<file path="config.mk">
export PLATFORM = sky130hd
export DESIGN_NAME = alu_share_arbiter
export DESIGN_NICKNAME = d
export VERILOG_FILES = /design/src/rtl/alu_share_arbiter.sv
export SDC_FILE = /design/constraint.sdc
export NUM_CORES = 1
export LEC_CHECK = 0
export CAP_MARGIN = 40
export CORE_AREA = 2 2 208 210
export DETAILED_ROUTE_END_ITERATION = 12
export DIE_AREA = 0 0 210 212
export PLACE_DENSITY = 0.64
export SLEW_MARGIN = 40
export SYNTH_ARGS = -nofsm -noshare
export SYNTH_HDL_FRONTEND = slang
export SYNTH_SLANG_ARGS = --single-unit
export TNS_END_PERCENT = 5
</file>
<file path="constraint.sdc">
create_clock -name clk -period 2.32 [get_ports clk]
set_clock_uncertainty 0.1 [all_clocks]
set_input_delay 0.58 -clock clk [delete_from_list [all_inputs] [get_ports clk]]
set_output_delay 0.58 -clock clk [all_outputs]
set_load 0.02 [all_outputs]
</file>
<file path="src/rtl/alu_share_arbiter.sv">
// Round-robin arbiter that lends one external combinational ALU to NREQ requesters.
// state | meaning:  IDLE = grant scan  |  EXEC = ALU driven, result captured  |  RESP = result held for owner
module alu_share_arbiter #(
    parameter int NREQ = 2,
    parameter int DW   = 64,
    parameter int OPW  = 4
) (
    input  logic               clk,
    input  logic               rstn,
    input  logic [NREQ-1:0]    req_valid,
    output logic [NREQ-1:0]    req_ready,
    input  logic [NREQ*DW-1:0] req_a,
    input  logic [NREQ*DW-1:0] req_b,
    input  logic [NREQ*OPW-1:0] req_op,
    output logic [NREQ-1:0]    resp_valid,
    input  logic [NREQ-1:0]    resp_ready,
    output logic [DW-1:0]      resp_data,
    output logic [DW-1:0]      alu_a,
    output logic [DW-1:0]      alu_b,
    output logic [OPW-1:0]     alu_op,
    input  logic [DW-1:0]      alu_res
);
    localparam int PW = (NREQ > 1) ? $clog2(NREQ) : 1;

    typedef enum logic [1:0] {IDLE, EXEC, RESP} state_t;

    state_t            state, state_nxt;
    logic [PW-1:0]     rr_ptr, rr_ptr_nxt;
    logic [PW-1:0]     owner, owner_nxt;
    logic [PW-1:0]     gnt_idx, gnt_off;
    logic [PW:0]       gnt_sum;
    logic              gnt_any;
    logic              accept;
    logic [2*NREQ-1:0] rot;
    logic [DW-1:0]     a_q, b_q, res_q, a_sel, b_sel;
    logic [OPW-1:0]    op_q, op_sel;

    // Rotate the request vector so bit 0 is the requester at rr_ptr; first set bit wins.
    always_comb begin
        rot     = {req_valid, req_valid} >> rr_ptr;
        gnt_any = 1'b0;
        gnt_off = '0;
        for (int k = 0; k < NREQ; k++) begin
            if (!gnt_any && rot[k]) begin
                gnt_any = 1'b1;
                gnt_off = PW'(k);
            end
        end
        gnt_sum = {1'b0, rr_ptr} + {1'b0, gnt_off};
        if (gnt_sum >= (PW+1)'(NREQ))
            gnt_idx = PW'(gnt_sum - (PW+1)'(NREQ));
        else
            gnt_idx = gnt_sum[PW-1:0];
    end

    assign accept = (state == IDLE) && gnt_any;

    always_comb begin
        a_sel  = '0;
        b_sel  = '0;
        op_sel = '0;
        for (int i = 0; i < NREQ; i++) begin
            if (gnt_idx == PW'(i)) begin
                a_sel  = req_a[i*DW +: DW];
                b_sel  = req_b[i*DW +: DW];
                op_sel = req_op[i*OPW +: OPW];
            end
        end
    end

    always_comb begin
        state_nxt  = state;
        rr_ptr_nxt = rr_ptr;
        owner_nxt  = owner;
        case (state)
            IDLE: begin
                if (gnt_any) begin
                    state_nxt  = EXEC;
                    owner_nxt  = gnt_idx;
                    rr_ptr_nxt = (gnt_idx == PW'(NREQ-1)) ? '0 : gnt_idx + PW'(1);
                end
            end
            EXEC:    state_nxt = RESP;
            RESP:    if (resp_ready[owner]) state_nxt = IDLE;
            default: state_nxt = IDLE;
        endcase
    end

    always_ff @(posedge clk) begin
        if (!rstn) begin
            state  <= IDLE;
            rr_ptr <= '0;
            owner  <= '0;
        end else begin
            state  <= state_nxt;
            rr_ptr <= rr_ptr_nxt;
            owner  <= owner_nxt;
        end
    end

    always_ff @(posedge clk) begin
        if (!rstn) begin
            a_q   <= '0;
            b_q   <= '0;
            op_q  <= '0;
            res_q <= '0;
        end else begin
            if (accept) begin
                a_q  <= a_sel;
                b_q  <= b_sel;
                op_q <= op_sel;
            end
            if (state == EXEC)
                res_q <= alu_res;
        end
    end

    // ALU inputs are forced to zero outside EXEC so the shared datapath stays quiet.
    always_comb begin
        req_ready  = '0;
        resp_valid = '0;
        resp_data  = '0;
        alu_a      = '0;
        alu_b      = '0;
        alu_op     = '0;
        if (accept)
            req_ready = NREQ'(1) << gnt_idx;
        if (state == EXEC) begin
            alu_a  = a_q;
            alu_b  = b_q;
            alu_op = op_q;
        end
        if (state == RESP) begin
            resp_valid = NREQ'(1) << owner;
            resp_data  = res_q;
        end
    end
endmodule
</file>
Word-level counts from Yosys, hierarchy flattened
Index checks and enable logic that the tools add are counted.
- equal/unequal tests: 4
- mux-type cells: 19
- order comparisons: 2
- reduce and logical (&&, ||, !) cells: 6
- $add $sub $neg: 3
- shifts and indexed selects: 3
- operators by type and width (operator ; number):
    64-bit 2-to-1 mux ; 5
    2-bit 2-to-1 mux ; 4
    4-bit 2-to-1 mux ; 2
    1-bit 2-to-1 mux ; 7
    2-bit one-hot mux with 3 select lines ; 1
    2-bit != test, second input constant ; 2
    2-bit AND reduction ; 2
    1-bit by 1-bit left shift with 2-bit output, first input constant ; 2
    4-bit by 1-bit >> shifter with 2-bit output ; 1
    1-bit by 1-bit adder with 2-bit output ; 1
    2-bit by 1-bit == test with 1-bit output, second input constant ; 1
    2-bit == test, second input constant ; 1
    2-bit >= comparator, second input constant ; 1
    1-bit logical AND ; 2
    2-bit logical NOT ; 1
    1-bit by 2-bit < comparator with 1-bit output, second input constant ; 1
    1-bit adder, second input constant ; 1
    1-bit logical NOT ; 1
    1-bit subtractor, second input constant ; 1
- input port bits: 334
- word-level logic and storage cells: 44
- bits in registers: 200
- output and inout port bits: 200

Depth between registers and ports, before layout
Gate-level depths: netlist (run 1).
- depth in word-level cells: 10
- depth in mapped cells: 6
- depth with buffers taken out: 3

Least setup slack after synthesis (run 1)
Ideal clock, no wire load.
- path type: input to output
- start point: input port req_valid[1]
- end point: output port req_ready[0]
- slack: 0.112 ns
- data arrival time: 1.528 ns
- data required time: 1.640 ns
- buffers on the path: 3
- cell stages on the path: 6
- path through: buf_2 a21boi_4 buf_4 buf_2 nand2_1 inv_1
- word-level cells in the longest chain between the ends: 10
- elaborated cells on any way between the ends: 13
- classes of those cells: 2 x add/sub; 1 x order compare; 2 x shift; 5 x mux; 3 x reduce/logical
- RTL lines (what ; line ; source):
    start, declared ; 10 ; input logic [NREQ-1:0] req_valid,
    4-bit by 1-bit >> shifter with 2-bit output * ; 40 ; rot = {req_valid, req_valid} >> rr_ptr;
    1-bit 2-to-1 mux ; 44 ; if (!gnt_any && rot[k]) begin
    1-bit logical NOT ; 44 ;
    1-bit logical AND ; 44 ;
    1-bit 2-to-1 mux ; 44 ;
    1-bit by 1-bit adder with 2-bit output ; 49 ; gnt_sum = {1'b0, rr_ptr} + {1'b0, gnt_off};
    2-bit >= comparator or 1-bit subtractor (tied branches) ; 50, 51 ;
    1-bit 2-to-1 mux ; 50 ; if (gnt_sum >= (PW+1)'(NREQ))
    1-bit by 1-bit left shift with 2-bit output ; 127 ; req_ready = NREQ'(1) << gnt_idx;
    2-bit 2-to-1 mux * ; 126 ; if (accept)
    end, declared ; 11 ; output logic [NREQ-1:0] req_ready,
Mark *: on every way between the ends. The rest lies on a longest branch, timed or not.

Final worst setup path (run 1)
- start point: register state[1]
- end point: output port alu_b[46]
- word-level cells in the longest chain between the ends: 2
- RTL lines (what ; line ; source):
    start, declared ; 27 ; state_t state, state_nxt;
    start signal, assigned ; 95 ; state <= state_nxt;
    2-bit by 1-bit == test with 1-bit output ; 128 ; if (state == EXEC) begin
    64-bit 2-to-1 mux ; 128 ;
    end, declared ; 19 ; output logic [DW-1:0] alu_b,
Every way passes these cells.

==> reports/qor.yml, run 1 <==
outcome:
  status: "finished with violations"
  violations: "setup timing"
synth:
  synth_area_sq_mm: 0.00982
  seq_area_frac_synth: 0.408
  synth_top_family_by_area: "simple AND/OR/NAND/NOR gates"
  syn_nets: 1633
  synth_mux_area_frac: 0.00102
  synth.avg_cell_area_sq_um: 7.56
  synth.largest_area_cell: "dfxtp_1"
  ys_ff_latch: 200
  synthCells: 1299
  synth-simple-area-share: 0.333
  synth_fa_ha_area_frac: 0
  ys_types: 23
  synth.top_cell.area_share: 0.408
  synth_compound_area_frac: 0.188
  synth_xor_area_frac: 0
  ys_warn_count: 0
  synth_area_leaders: "dfxtp_1 (41%), and2_1 (13%), a31oi_1 (8.4%)"
detailed_routing:
  first_iter_violations: 903
  wl_per_cell_um: 19.1
  drc: 0
  vias: 11725
  drt-pass1-iter-count: 5
  vias_per_cell: 5.05
  antenna_left: 0
  wl_mm: 44.4
sta:
  tns_ns: -6.56
  worst_slew_pin_slew_ns: 0.901
  slew_violations: 0
  relSlewSlack: 0.399
  finalSetupViolCount: 109
  finalHoldViolCount: 0
  rsz0062_at_grt: "true"
  period_needed_ns: 2.46
  max_freq_mhz: 406
  setup_ws_ns: -0.141
  finalCritPeriodShare: 1.06
worst_hold_path:
  holdCritStartpoint: "res_q[13]"
  whs_path_depth: 2
  hp-class: "register to register"
  whs_endpoint: "res_q[13]"
cells_and_area:
  fin_nets: 2094
  layout.cells.non_filler: 2320
  final_core_util: 0.402
  final_area_sq_mm: 0.0171
  fillers: 4238
  syn_to_final_growth_pct: 73.8
  drive_above_1_share: 0.224
place:
  place_inst: 2274
  hpwl_mm: 28.0
  port_buffers: 533
  gp_congestion: 0.811
  postPlaceCellArea_sq_mm: 0.0158
floorplan:
  initial_utilization: 0.231
  design.portCount: 534
  die-area_sq_mm: 0.0445
  die_w_um: 210
  die_h_um: 212
  row_count: 76
  core_area_sq_mm: 0.0425
worst_setup_path:
  endpoint_kind: "output pin"
  rr_worst_depth: 7
  required_ns: 1.64
  worst-setup-path-type: "register to output pin"
  rrSetupSlack_ns: 0.16
  r2r-end: "a_q[9]"
  cp.arrival_ns: 1.78
  start_kind: "register"
  timing.rr.start: "state[0]"
  cp_max_fo: 7
grt:
  grt_pass1_wl_mm: 65.1
  antenna_found_initial: 2
  grt_max_degree: 200
  grt_pass1_vias: 11257
  gr-total-overflow: 0
  grt.total_usage: 0.188
cts:
  clkTransAtPathRegs_ns: 0.07
  cts_root_buffer: "clkbuf_16"
  cts_sinks: 200
  ctsHtreeMaxLevel: 4
  cts_buffers: 17
  cts_tree: "done"
  clockBufferDepth: 2
  clk_latency_ns: 0.46
  ctsHoldBuffers: 0
power:
  ir_drop_mv: 0.406
  power.leakage_nw: 6.42
  power_density_mw_per_mm2: 565
flow_run:
  maxCapViolCount: 0
==> registers in the layout, summed over array words and instances (netlist names) <==
signal and flops:
b_q 64, a_q 64, state 2, op_q 4, res_q 64, rr_ptr 1
owner 1
==> worst max-delay path: stages, from the launching register on <==
cell and delay [ns]:
dfxtp_2 0.35, nor2b_4 0.13, buf_12 0.19, buf_12 0.14, buf_16 0.14, buf_4 0.12, and2_4 0.13, buf_6 0.11
==> what timing repair did <==
| item | 4_1_cts | 5_1_grt |
|---|---|---|
| setup endpoints to repair | 200 | 231 |
| resized for setup | 962 | 289 |
| cloned | 6 | 2 |
| buffers inserted | 3 | 1 |
| pin swaps | 0 | 77 |
==> worst max-delay path by stage <==
stage / startpoint / endpoint / depth (start not counted)
floorplan: req_valid[1] / req_ready[0] / 6
global placement: req_valid[0] / req_ready[1] / 6
detailed placement: req_valid[0] / req_ready[1] / 6
CTS: state[1] / alu_b[14] / 7
global route: state[0] / alu_b[14] / 7
finish: state[1] / alu_b[46] / 7
==> kinds of logic after synthesis <==
family,count (synthesis)
multiplexers,1
flip-flops,200
buffers and inverters,163
AND/OR/NAND/NOR,601
AO/OA/AOI/OAI,334
==> power breakdown <==
group,switching (W),internal (W)
clock,0.00145,0.00162
sequential,0.000151,0.00373
combinational,0.00139,0.00132
==> stage by stage <==
stage               setup slack [ns]  total power [W]  hold WS [ns]
finish                        -0.141          0.00965         0.350
global route                  -0.234           0.0101         0.369
CTS                           -0.218          0.00957         0.352
detailed placement            -0.639          0.00638         0.342
global placement              -0.627          0.00635         0.337
floorplan                      0.112          0.00513         0.332
==> cells in the final DEF (no fill, tap or decap), types with 2 or more instances in the layout <==
master / n
clkdlybuf4s50_1: 331
dfxtp_1: 198
buf_6: 157
o21ai_1: 134
nand3_1: 132
nand4_1: 132
a31oi_1: 132
nand2_1: 129
and2_1: 113
and2_4: 84
buf_4: 82
a21oi_1: 67
clkbuf_16: 20
buf_12: 18
buf_16: 9
clkinvlp_4: 4
clkbuf_1: 3
clkinv_2: 3
nor2_4: 2
nor2b_4: 2
inv_6: 2
bufinv_16: 2
dfxtp_2: 2
==> layer usage <==
metal / vias to the layer above / wire length, um / track usage
met2: 547 / 20900 / 0.307
met5: - / 5 / 0
met4: 2 / 1430 / 0.0765
met1: 5524 / 18600 / 0.234
met3: 78 / 3440 / 0.0490
li1: 5574 / - / -
==> area by class of cell <==
cell class              count  area, sq um  area share
inverters                   3         16.3    0.000953
multi-input cells         936         5390       0.316
repair buffers            602         6400       0.375
diodes                      1         2.50    0.000147
clock inverters            11          123     0.00718
flip-flops and latches    200         4010       0.235
well taps                 546          683      0.0400
clock buffers              21          450      0.0264
==> Yosys cell counts, drive strengths merged <==
library cell and number:
and2 197, nand2b 2, nand3 133, inv 3
nor2b 3, nor3 1, buf 64, a31oi 132
dfxtp 200, nor2 3, o21ai 134, nand4 132
or2 1, a21boi 1, clkbuf 96, a21oi 67
mux2i 1, nand2 129
(Power assumes the default switching activity.)
==> run 2, diff against run 1 <==
--- a/config.mk
+++ b/config.mk
@@ -9,7 +9,9 @@
 export CORE_AREA = 2 2 208 210
 export DETAILED_ROUTE_END_ITERATION = 12
 export DIE_AREA = 0 0 210 212
+export GPL_TIMING_DRIVEN = 0
 export PLACE_DENSITY = 0.64
+export SKIP_CTS_REPAIR_TIMING = 1
 export SLEW_MARGIN = 40
 export SYNTH_ARGS = -nofsm -noshare
 export SYNTH_HDL_FRONTEND = slang
==> run 2 against run 1 <==
- the run still ends with setup timing left
- sequential share of layout area rose by 0.26 points
- global-route usage is 2.3 points higher
- sequential power about the same
- register-to-register slack is essentially flat
- critical path depth shrank 1
==> reports/qor.yml, run 2 (synthesized netlist as in run 1, its figures left out) <==
grt:
  gr-total-overflow: 0
  antenna_found_initial: 1
  grt_max_degree: 17
  grt_pass1_vias: 11782
  grt.total_usage: 0.211
  grt_pass1_wl_mm: 70.7
floorplan:
  row_count: 76
  die_h_um: 212
  die-area_sq_mm: 0.0445
  core_area_sq_mm: 0.0425
  die_w_um: 210
  design.portCount: 534
  initial_utilization: 0.231
cells_and_area:
  fin_nets: 2189
  layout.cells.non_filler: 2412
  syn_to_final_growth_pct: 72.2
  fillers: 4361
  seqCellArea_sq_mm: 0.00401
  multi_input_area_sq_mm: 0.00531
  drive_above_1_share: 0.181
  mostFrequentLayoutCell: "clkdlybuf4s50_1"
  final_cell_mix: "clkdlybuf4s50_1 (331), dfxtp_1 (197), o21ai_1 (134), nand3_1 (133)"
  reg.largest.list: "a_q: 64 flops, b_q: 64 flops, res_q: 64 flops"
cts:
  cts_sinks: 200
  cts_buffers: 17
  cts_tree: "done"
  clockBufferDepth: 2
  ctsHtreeMaxLevel: 4
  clk_latency_ns: 0.46
  clkTransAtPathRegs_ns: 0.08
  cts_root_buffer: "clkbuf_16"
worst_setup_path:
  worst-setup-path-type: "register to output pin"
  cp.arrival_ns: 1.78
  rrSetupSlack_ns: 0.16
  rr_worst_depth: 5
  r2r-end: "b_q[26]"
  endpoint_kind: "output pin"
  timing.rr.start: "state[1]"
  cp_max_fo: 10
  start_kind: "register"
  required_ns: 1.64
worst_hold_path:
  whs_path_depth: 2
  whs_endpoint: "res_q[3]"
  holdCritStartpoint: "res_q[3]"
  hp-class: "register to register"
sta:
  finalSetupViolCount: 164
  tns_ns: -13.77
  max_freq_mhz: 407
  setup_ws_ns: -0.139
  rsz0062_at_grt: "true"
  finalHoldViolCount: 0
  holdWs_ns: 0.350
  worst_slew_pin_slew_ns: 0.797
  period_needed_ns: 2.46
  slew_violations: 0
  finalCritPeriodShare: 1.06
  relSlewSlack: 0.469
outcome:
  status: "finished with violations"
  violations: "setup timing"
power:
  ir_drop_mv: 0.462
  power_w: 0.00977
  power.leakage_nw: 7.12
  power_density_mw_per_mm2: 578
detailed_routing:
  wl_mm: 49.7
  drt-pass1-iter-count: 5
  antenna_left: 0
  first_iter_violations: 1011
  vias_per_cell: 5.00
  vias: 12067
  drc: 0
  wl_per_cell_um: 20.6
place:
  hpwl_mm: 38.0
  gp_congestion: 0.950
  post-place-ws_ns: -1.58
  port_buffers: 532
  place_inst: 2377
flow_run:
  maxCapViolCount: 0
run 2: area by class of cell:
class,count,share of cell area
inverter,3,0.000666
sequential,200,0.237
timing repair buffer,540,0.318
clock inverter,7,0.00695
antenna,1,0.000148
clock buffer,22,0.0280
tap,546,0.0404
multi-input combinational,936,0.314
buffer,157,0.0542
run 2: power breakdown:
| part | switching (W) | internal (W) |
|---|---|---|
| registers | 0.000149 | 0.00373 |
| logic | 0.00147 | 0.00124 |
| clock network | 0.00142 | 0.00177 |
| total | 0.00303 | 0.00674 |
run 2: worst max-delay path by stage:
stage | startpoint | to | depth (start not counted)
CTS | state[0] | alu_a[33] | 6
global route | state[1] | req_ready[0] | 5
finish | state[0] | alu_b[10] | 6
floorplan | req_valid[1] | req_ready[0] | 6
global placement | req_valid[0] | req_ready[0] | 7
detailed placement | req_valid[0] | req_ready[0] | 7
run 2: critical path: stages (launching register included):
cell and delay, ns:
dfxtp_4 0.40, nor2b_4 0.16, buf_8 0.14, buf_12 0.15, buf_8 0.13, and2_1 0.13, buf_2 0.18
run 2: per-layer routing:
layer	GRT usage	up-vias	wire length [um]
met5	0	-	0
met4	0.0787	0	1770
met3	0.0623	96	3910
met2	0.365	590	23900
met1	0.246	5617	20200
li1	-	5764	-
run 2: per-stage QoR:
step                cell area, sq um  utilization
finish                         16900        0.398
global route                   16900        0.398
CTS                            16400        0.386
detailed placement             15800        0.372
global placement               15800        0.372
floorplan                       9820            -
